[src/rtl/store_buffer.sv]
// store_buffer: in-order buffer of finished stores, drained to memory after ROB commit,
// with youngest-match store-to-load forwarding. Define SB_PERFCNT_EN to add sb_fullstall_cnt.
`ifndef DATA_LEN
`define DATA_LEN 32
`endif
`ifndef ADDR_LEN
`define ADDR_LEN 32
`endif
`ifndef SPECTAG_LEN
`define SPECTAG_LEN 5
`endif

module store_buffer #(
  parameter int SB_SEL   = 3,
  parameter int SB_DEPTH = 8,
  parameter int DATA_W   = `DATA_LEN,
  parameter int ADDR_W   = `ADDR_LEN,
  parameter int SPEC_W   = `SPECTAG_LEN
) (
  input  logic              clk,
  input  logic              reset,
  input  logic              stfin,
  input  logic [ADDR_W-1:0] storeaddr,
  input  logic [DATA_W-1:0] storedata,
  input  logic              stspecbit,
  input  logic [SPEC_W-1:0] stspectag,
  input  logic              prmiss,
  input  logic              prsuccess,
  input  logic [SPEC_W-1:0] spectagfix,
  input  logic [1:0]        stcom,
  input  logic              memoccupy_ld,
  output logic              fullsb,
  input  logic [ADDR_W-1:0] ldaddr,
  output logic              hitsb,
  output logic [DATA_W-1:0] lddatasb,
  output logic              memwe,
  output logic [ADDR_W-1:0] memaddr,
`ifdef SB_PERFCNT_EN
  output logic [31:0]       sb_fullstall_cnt,
`endif
  output logic [DATA_W-1:0] memdata
);

  localparam int PW = SB_SEL + 1;
  typedef logic [PW-1:0] ptr_t;

  logic [ADDR_W-1:0] addr_q    [SB_DEPTH];
  logic [DATA_W-1:0] data_q    [SB_DEPTH];
  logic [SPEC_W-1:0] spectag_q [SB_DEPTH];
  logic [SB_DEPTH-1:0] valid_q, specbit_q, valid_d, specbit_d, kill;

  ptr_t head_q, comptr_q, tail_q;
  ptr_t count, nkill;
  logic [SB_SEL-1:0] head_idx, tail_idx, fwd_idx;
  logic incoming_match, alloc, drain, alloc_spec;

  assign head_idx = head_q[SB_SEL-1:0];
  assign tail_idx = tail_q[SB_SEL-1:0];
  assign count    = tail_q - head_q;
  assign fullsb   = (count == ptr_t'(SB_DEPTH));

  // A store resolving in the same cycle as its branch sees that resolution immediately.
  assign incoming_match = |(stspectag & spectagfix);
  assign alloc      = stfin & ~fullsb & ~(prmiss & incoming_match);
  assign alloc_spec = stspecbit & ~(prsuccess & incoming_match);

  assign drain   = ~memoccupy_ld & (head_q != comptr_q);
  assign memwe   = drain;
  assign memaddr = drain ? addr_q[head_idx] : '0;
  assign memdata = drain ? data_q[head_idx] : '0;

  // NOTE: every variable driven here gets a default first so no latch can be inferred.
  always_comb begin
    kill      = '0;
    nkill     = '0;
    valid_d   = valid_q;
    specbit_d = specbit_q;
    for (int i = 0; i < SB_DEPTH; i++) begin
      if (prmiss && valid_q[i] && specbit_q[i] && |(spectag_q[i] & spectagfix)) begin
        kill[i]    = 1'b1;
        valid_d[i] = 1'b0;
        nkill      = nkill + ptr_t'(1);
      end
      if (prsuccess && |(spectag_q[i] & spectagfix))
        specbit_d[i] = 1'b0;
    end
    if (drain)
      valid_d[head_idx] = 1'b0;
    if (alloc) begin
      valid_d[tail_idx]   = 1'b1;
      specbit_d[tail_idx] = alloc_spec;
    end
  end

  // Walk oldest to youngest so the last match found is the one nearest the tail.
  always_comb begin
    hitsb    = 1'b0;
    lddatasb = '0;
    fwd_idx  = '0;
    for (int k = 0; k < SB_DEPTH; k++) begin
      fwd_idx = head_idx + SB_SEL'(k);
      if (valid_q[fwd_idx] && addr_q[fwd_idx] == ldaddr) begin
        hitsb    = 1'b1;
        lddatasb = data_q[fwd_idx];
      end
    end
  end

  // NOTE: state registers use non-blocking assignments so every update sees pre-edge values.
  always_ff @(posedge clk or negedge reset) begin
    if (!reset) begin
      head_q    <= '0;
      comptr_q  <= '0;
      tail_q    <= '0;
      valid_q   <= '0;
      specbit_q <= '0;
    end else begin
      head_q    <= head_q + ptr_t'(drain);
      comptr_q  <= comptr_q + ptr_t'(stcom);
      tail_q    <= tail_q + ptr_t'(alloc) - nkill;
      valid_q   <= valid_d;
      specbit_q <= specbit_d;
    end
  end

  // NOTE: payload storage has no reset; valid_q alone decides whether an entry means anything.
  always_ff @(posedge clk) begin
    if (alloc) begin
      addr_q[tail_idx]    <= storeaddr;
      data_q[tail_idx]    <= storedata;
      spectag_q[tail_idx] <= stspectag;
    end
  end

`ifdef SB_PERFCNT_EN
  always_ff @(posedge clk or negedge reset) begin
    if (!reset)
      sb_fullstall_cnt <= '0;
    else if (stfin && fullsb && sb_fullstall_cnt != 32'hFFFF_FFFF)
      sb_fullstall_cnt <= sb_fullstall_cnt + 32'd1;
  end
`endif

  a_no_stfin_when_full: assert property (@(posedge clk) disable iff (!reset)
    !(stfin && fullsb));
  a_commit_in_range: assert property (@(posedge clk) disable iff (!reset)
    ptr_t'(stcom) <= ptr_t'(tail_q - comptr_q));
  a_no_miss_and_success: assert property (@(posedge clk) disable iff (!reset)
    !(prmiss && prsuccess));

endmodule

[config.mk]
export PLATFORM = sky130hd
export DESIGN_NAME = store_buffer
export DESIGN_NICKNAME = d
export VERILOG_FILES = /design/src/rtl/store_buffer.sv
export SDC_FILE = /design/constraint.sdc
export NUM_CORES = 2
export LEC_CHECK = 0
export ABC_AREA = 1
export BUFFER_PORTS_ARGS = -buffer_cell sky130_fd_sc_hd__buf_4
export CAP_MARGIN = 5
export CORE_MARGIN = 3
export CORE_UTILIZATION = 49
export DETAILED_ROUTE_END_ITERATION = 7
export PLACE_DENSITY_LB_ADDON = 0.1
export SLEW_MARGIN = 20
export SYNTH_ARGS = -nofsm -noshare
export SYNTH_HDL_FRONTEND = slang
export SYNTH_SLANG_ARGS = --single-unit
export TNS_END_PERCENT = 10
[constraint.sdc]
create_clock -name clk -period 6.2 [get_ports clk]
set_input_delay 1.24 -clock clk [delete_from_list [all_inputs] [get_ports clk]]
set_output_delay 1.24 -clock clk [all_outputs]
set_load 0.05 [all_outputs]
* Word level (Yosys, flattened, before mapping)
Memory sizes are Yosys's and may differ from the RTL's. Index checks and enable logic that the tools add are counted. Widths: inputs -> output; s select.
Operators by class: bitwise logic cells 22, order comparisons 11, add/sub/neg operators 19, equal/unequal tests 10, reduce and logical (&&, ||, !) cells 51, muxes and demuxes 68
Operators with widths (count):
- $mux 32 | 10
- $eq 32x32->1 | 8
- $and 5x5->5 | 9
- $reduce_or 5->1 | 9
- $logic_and 1x1->1 | 42
- $mux 1 | 37
- $lt 3x4->1 const B | 9
- $add 4x1->4 const B | 7
- $mux 4 | 7
- $bmux 1 s3 | 8
- $mux 8 | 3
- $add 3x3->3 const B | 4
- $add 4x1->4 | 2
- $and 8x8->8 | 1
- $bwmux 8 | 1
- $not 8->8 | 1
- $or 8x8->8 | 1
- $sub 4x4->4 | 2
- $add 3x2->3 const B | 2
- $and 1x1->1 | 6
- $demux 1 s3 | 2
- $ge 3x1->1 const B | 2
- $add 4x2->4 | 1
- $eq 4x4->1 const B | 1
- other kinds (3) | 6
Word-level totals: memories kept 3, input bits 115, RAM bits 552, flip-flop bits (word level) 28, output and inout bits 99, word-level logic and storage cells 189
Memories:
- addr_q | depth 8, bits a word 32, read ports 8, clocked after memory_dff 0, write ports 1, RTL line 47 | logic [ADDR_W-1:0] addr_q [SB_DEPTH];
- data_q | depth 8, bits a word 32, read ports 8, clocked after memory_dff 0, write ports 1, RTL line 48 | logic [DATA_W-1:0] data_q [SB_DEPTH];
- spectag_q | depth 8, bits a word 5, read ports 8, clocked after memory_dff 0, write ports 1, RTL line 49 | logic [SPEC_W-1:0] spectag_q [SB_DEPTH];

* Longest topological paths before layout
An unclocked memory read counts as a cell.
word-level depth 20, gate-level depth with buffers 37, gate-level depth less buffers 36

* Worst setup path before layout
Ideal clock, no wire load.
kind reg2out, from register head_q[1], to output port lddatasb[22], slack 670 ps, path buffers 10, stages on the path, launching flop included 30, data required time 4960 ps, arrival time 4290 ps, path through dfrtp_1 -> buf_2 -> inv_2 -> buf_4 -> buf_2 -> buf_2 -> buf_2 -> clkbuf_1 -> ha_1 -> inv_2 -> buf_2 -> buf_1 -> nand3_1 -> nand3_1 -> nand2_1 -> xor2_1 -> nand2_1 -> nor2_1 -> nand3_1 -> nor2_1 -> buf_2 -> buf_2 -> a21oi_1 -> nand2_1 -> nand2_1 -> nand2_1 -> nand2_1 -> nand2_1 -> nand2_1 -> nand2_1
Between the ends: cells in the longest elaborated chain, start to end 11
RTL lines:
- start: declaration | RTL line 52 | ptr_t head_q, comptr_q, tail_q;
- start signal: assignment | RTL line 118 | head_q <= head_q + ptr_t'(drain);
- $add 3x1->3, or another cell as far along | RTL line 101 | fwd_idx = head_idx + SB_SEL'(k);
- $mem_v2 8x32, or another cell as far along
- $eq 32x32->1, or another cell as far along | RTL line 102 | if (valid_q[fwd_idx] && addr_q[fwd_idx] == ldaddr) begin
- $logic_and 1x1->1 / $mux 32 (equally long branches) | RTL line 102
- $mux 32 (6 in series) | RTL line 102
- $mux 32 (*) | RTL line 102
- end: declaration | RTL line 35 | output logic [DATA_W-1:0] lddatasb,
Every way passes the cells marked *; elsewhere a longest branch is shown, timed or not. The select of a mux whose other input is x is not followed.

* Worst setup path after layout
from register head_q[1], to output port lddatasb[30]
The elaborated chain is that of the path after synthesis.

==> run_results.csv <==
group,metric,value,unit
run_status,outcome,"complete, but fails checks",
run_status,violations,"design-rule violations",
timing,finClkSkew,24.63,ps
die,rows,108,
layout,stdcell_count,7578,
die,start_util,49.73,%
drt,routed_wl,168800,um
timing,rsz0062_at_grt,"false",
setup_path,critPathKind,"reg -> out",
timing,hold_viol_final,0,
yosys,synth_seq_area_share,39.80,%
drt,drtPass1Iterations,8,
global_route,grt_remaining_overflow,0,
yosys,syn_inst,6396,
yosys,synthesis.area,43410,um2
flow_run,cap_violations,0,
layout,areaGrowthSynthToFinish,12.10,%
setup_path,reg2regPathDepth,31,
clocking,cts_buffer_depth,3,
global_route,grt_pass1_vias,40950,
timing,worstMarginPinSlew,1120,ps
layout,multiInputGateArea,23300,um2
setup_path,cp.arrival,4910,ps
die,fp.dieW,303.6,um
clocking,htree_levels,3,
yosys,synth_edf_count,552,
place,hpwlAfterDp,106500,um
place,dp.cells,7412,
drt,vias,45330,
layout,register_area,17290,um2
yosys,synth_top_family_by_area,"simple AND/OR/NAND/NOR gates",
layout,layout_common_cells,"2632 x nand2_1, 1147 x nand3_1, 552 x edfxtp_1",
die,die_h,303.6,um
global_route,grt_pass1_wl,247900,um
yosys,synth_xor_area_share,1.591,%
setup_path,reg2reg_slack,1510,ps
timing,setup_viol,0,
yosys,synth_seq_cells,580,
timing,fmax,162.7,MHz
yosys,syn_nets,6538,
clocking,cts_tree,"done",
yosys,synth_warnings,0,
clocking,cts.sinks,580,
setup_path,crit_path_end_kind,"primary output",
timing,fin_crit_sh,99.13,%
yosys,avgSynthCellArea,6.787,um2
clocking,cts-root-buf,"clkbuf_16",
layout,drive_above_1_share,7.497,%
setup_path,required,4960,ps
hold_path,hold_class,"reg -> reg",
die,core_area,87290,um2
yosys,synth_area_leaders,"edfxtp_1 38%, nand2_1 23%, nand3_1 13%, o21ai_0 5.7%, a21oi_1 2.4%",
layout,design_area,48660,um2
drt,drtAntennaViolNets,0,
yosys,muxShareOfSynthArea,0.1614,%
clocking,ctsHoldBuffers,0,
place,placed_cell_area,45600,um2
hold_path,min_from,"comptr_q[3]$_DFF_PN0_",
timing,maxSlewHeadroom,25.34,%
die,io-pin-count,214,
timing,holdWs,486.7,ps
yosys,synth-adder-area-share,0.8128,%
yosys,async_flop_share,4.828,%
drt,drcViolationCount,12,
yosys,synth_top_area_share,38.19,%
die,die-area,92200,um2
hold_path,worstHoldEndpoint,"comptr_q[3]$_DFF_PN0_",
global_route,grt_max_degree,170,
clocking,cts.clk_slew.worst_paths,60,ps
clocking,clock_latency,660,ps
place,portBuffers,213,
place,place_congestion,1.042,
setup_path,crit_fanout,128,
yosys,synth_simple_gate_area_share,39.21,%
layout,final_common_cell,"nand2_1",
timing,fin_tns_setup,0,ps
setup_path,start_kind,"flop",
global_route,antenna_found_initial,13,
drt,viasPerCell,5.981,
clocking,numCtsBuffers,72,
yosys,ys_types,47,
drt,drtIter0Drc,5716,
layout,fillers,8368,
timing,slew_viol_final,0,
yosys,ys.flop_type,"edfxtp_1",
hold_path,whs_path_depth,1,
setup_path,reg2reg_to,"tail_q[3]$_DFF_PN0_",
timing,final.min_clock_period,6146,ps
setup_path,reg2reg_from,"spectag_q[0][1]$_DFFE_PP_",
drt,wl_per_cell,22.28,um
yosys,yosysTopAreaCell,"edfxtp_1",
global_route,grt.total_usage,34.75,%
yosys,synth-compound-area-share,11.58,%
layout,fin_nets,6501,
-- through the flow --
step	setup WS, ps	util (%)
3_5_place_dp	218.2	52.24
5_1_grt	8.956	55.73
6_report	54.19	55.74
3_3_place_gp	247.3	52.24
2_1_floorplan	669.6	-
4_1_cts	2.759	55.16
-- kinds of logic after synthesis --
logic type      Yosys count
xor+xnor                 78
compound gates          917
fa+ha+maj                27
buf+inv                 696
simple gates           4091
mux                       7
flops                   580
-- area by class of cell --
cell class	count	area share, %
diodes	7	0.03600
inverters	265	2.281
repair inverters	1	0.01800
repair buffers	319	6.279
clock inverters	49	1.155
multi-input cells	5120	47.89
flip-flops and latches	580	35.53
well taps	1155	2.970
clock buffers	82	3.844
-- state kept, by name, summed over array words and instances (netlist names) --
| register | flops |
|---|---|
| addr_q | 256 |
| data_q | 256 |
| spectag_q | 40 |
| specbit_q | 8 |
| valid_q | 8 |
| comptr_q | 4 |
| head_q | 4 |
| tail_q | 4 |
-- synthesized netlist by cell type, types with 10 or more instances --
| cell type | count |
|---|---|
| nand2_1 | 2634 |
| nand3_1 | 1148 |
| edfxtp_1 | 552 |
| o21ai_0 | 491 |
| inv_1 | 243 |
| nor2_1 | 215 |
| a21oi_1 | 208 |
| buf_2 | 168 |
| clkbuf_1 | 153 |
| buf_1 | 81 |
| o211ai_1 | 78 |
| xor2_1 | 69 |
| o21ai_1 | 35 |
| a31oi_1 | 34 |
| and2_1 | 30 |
| dfrtp_1 | 28 |
| ha_1 | 25 |
| buf_4 | 19 |
| a22o_1 | 18 |
| o21a_1 | 18 |
| or2_2 | 15 |
| clkinv_1 | 14 |
| nand4_1 | 14 |
| o22ai_1 | 12 |
| nor3_1 | 11 |
| buf_6 | 10 |
-- repair_timing --
action                                  in CTS  in global routing
pin swaps                                    1                  7
resized for setup                           11                 37
endpoints found under the setup margin      33                 33
endpoints found under the hold margin        0                  0
gates cloned                                 1                  9
setup buffers                                7                 11
-- routing by layer --
layer	vias up	wire length, um	track usage, %
li1	21480	-	-
met4	14	6878	13.40
met2	2482	74160	54.07
met3	431	19840	8.065
met5	-	77	0
met1	20920	67850	47.13
-- how the worst max path moves through the flow --
stage	endpoint	from	cells after the start
finish	lddatasb[30]	head_q[1]$_DFF_PN0_	20
global route	lddatasb[0]	head_q[0]$_DFF_PN0_	25
CTS	lddatasb[30]	head_q[1]$_DFF_PN0_	22
detailed placement	lddatasb[30]	head_q[0]$_DFF_PN0_	25
global placement	lddatasb[30]	head_q[0]$_DFF_PN0_	25
floorplan	lddatasb[22]	head_q[1]$_DFF_PN0_	29
-- critical path, stage by stage, from the launching register on --
cell and delay (ps):
dfrtp_4 540, buf_12 530, nand3_1 130, and2_1 210, nand2_1 60, nand2_1 130, nand2_1 180, nand2_1 90
nor2_2 340, nand3_1 270, nor2_1 170, nand3_1 200, nor2_4 160, buf_12 320, a21oi_1 130, nand2_1 90
nand2_1 50, nand2_1 60, nand2_1 60, nand2_1 160, buf_4 240
Power is left out: the tool's default activity adds up to more than one toggle a clock period on the data nets, which glitch-free logic cannot reach.
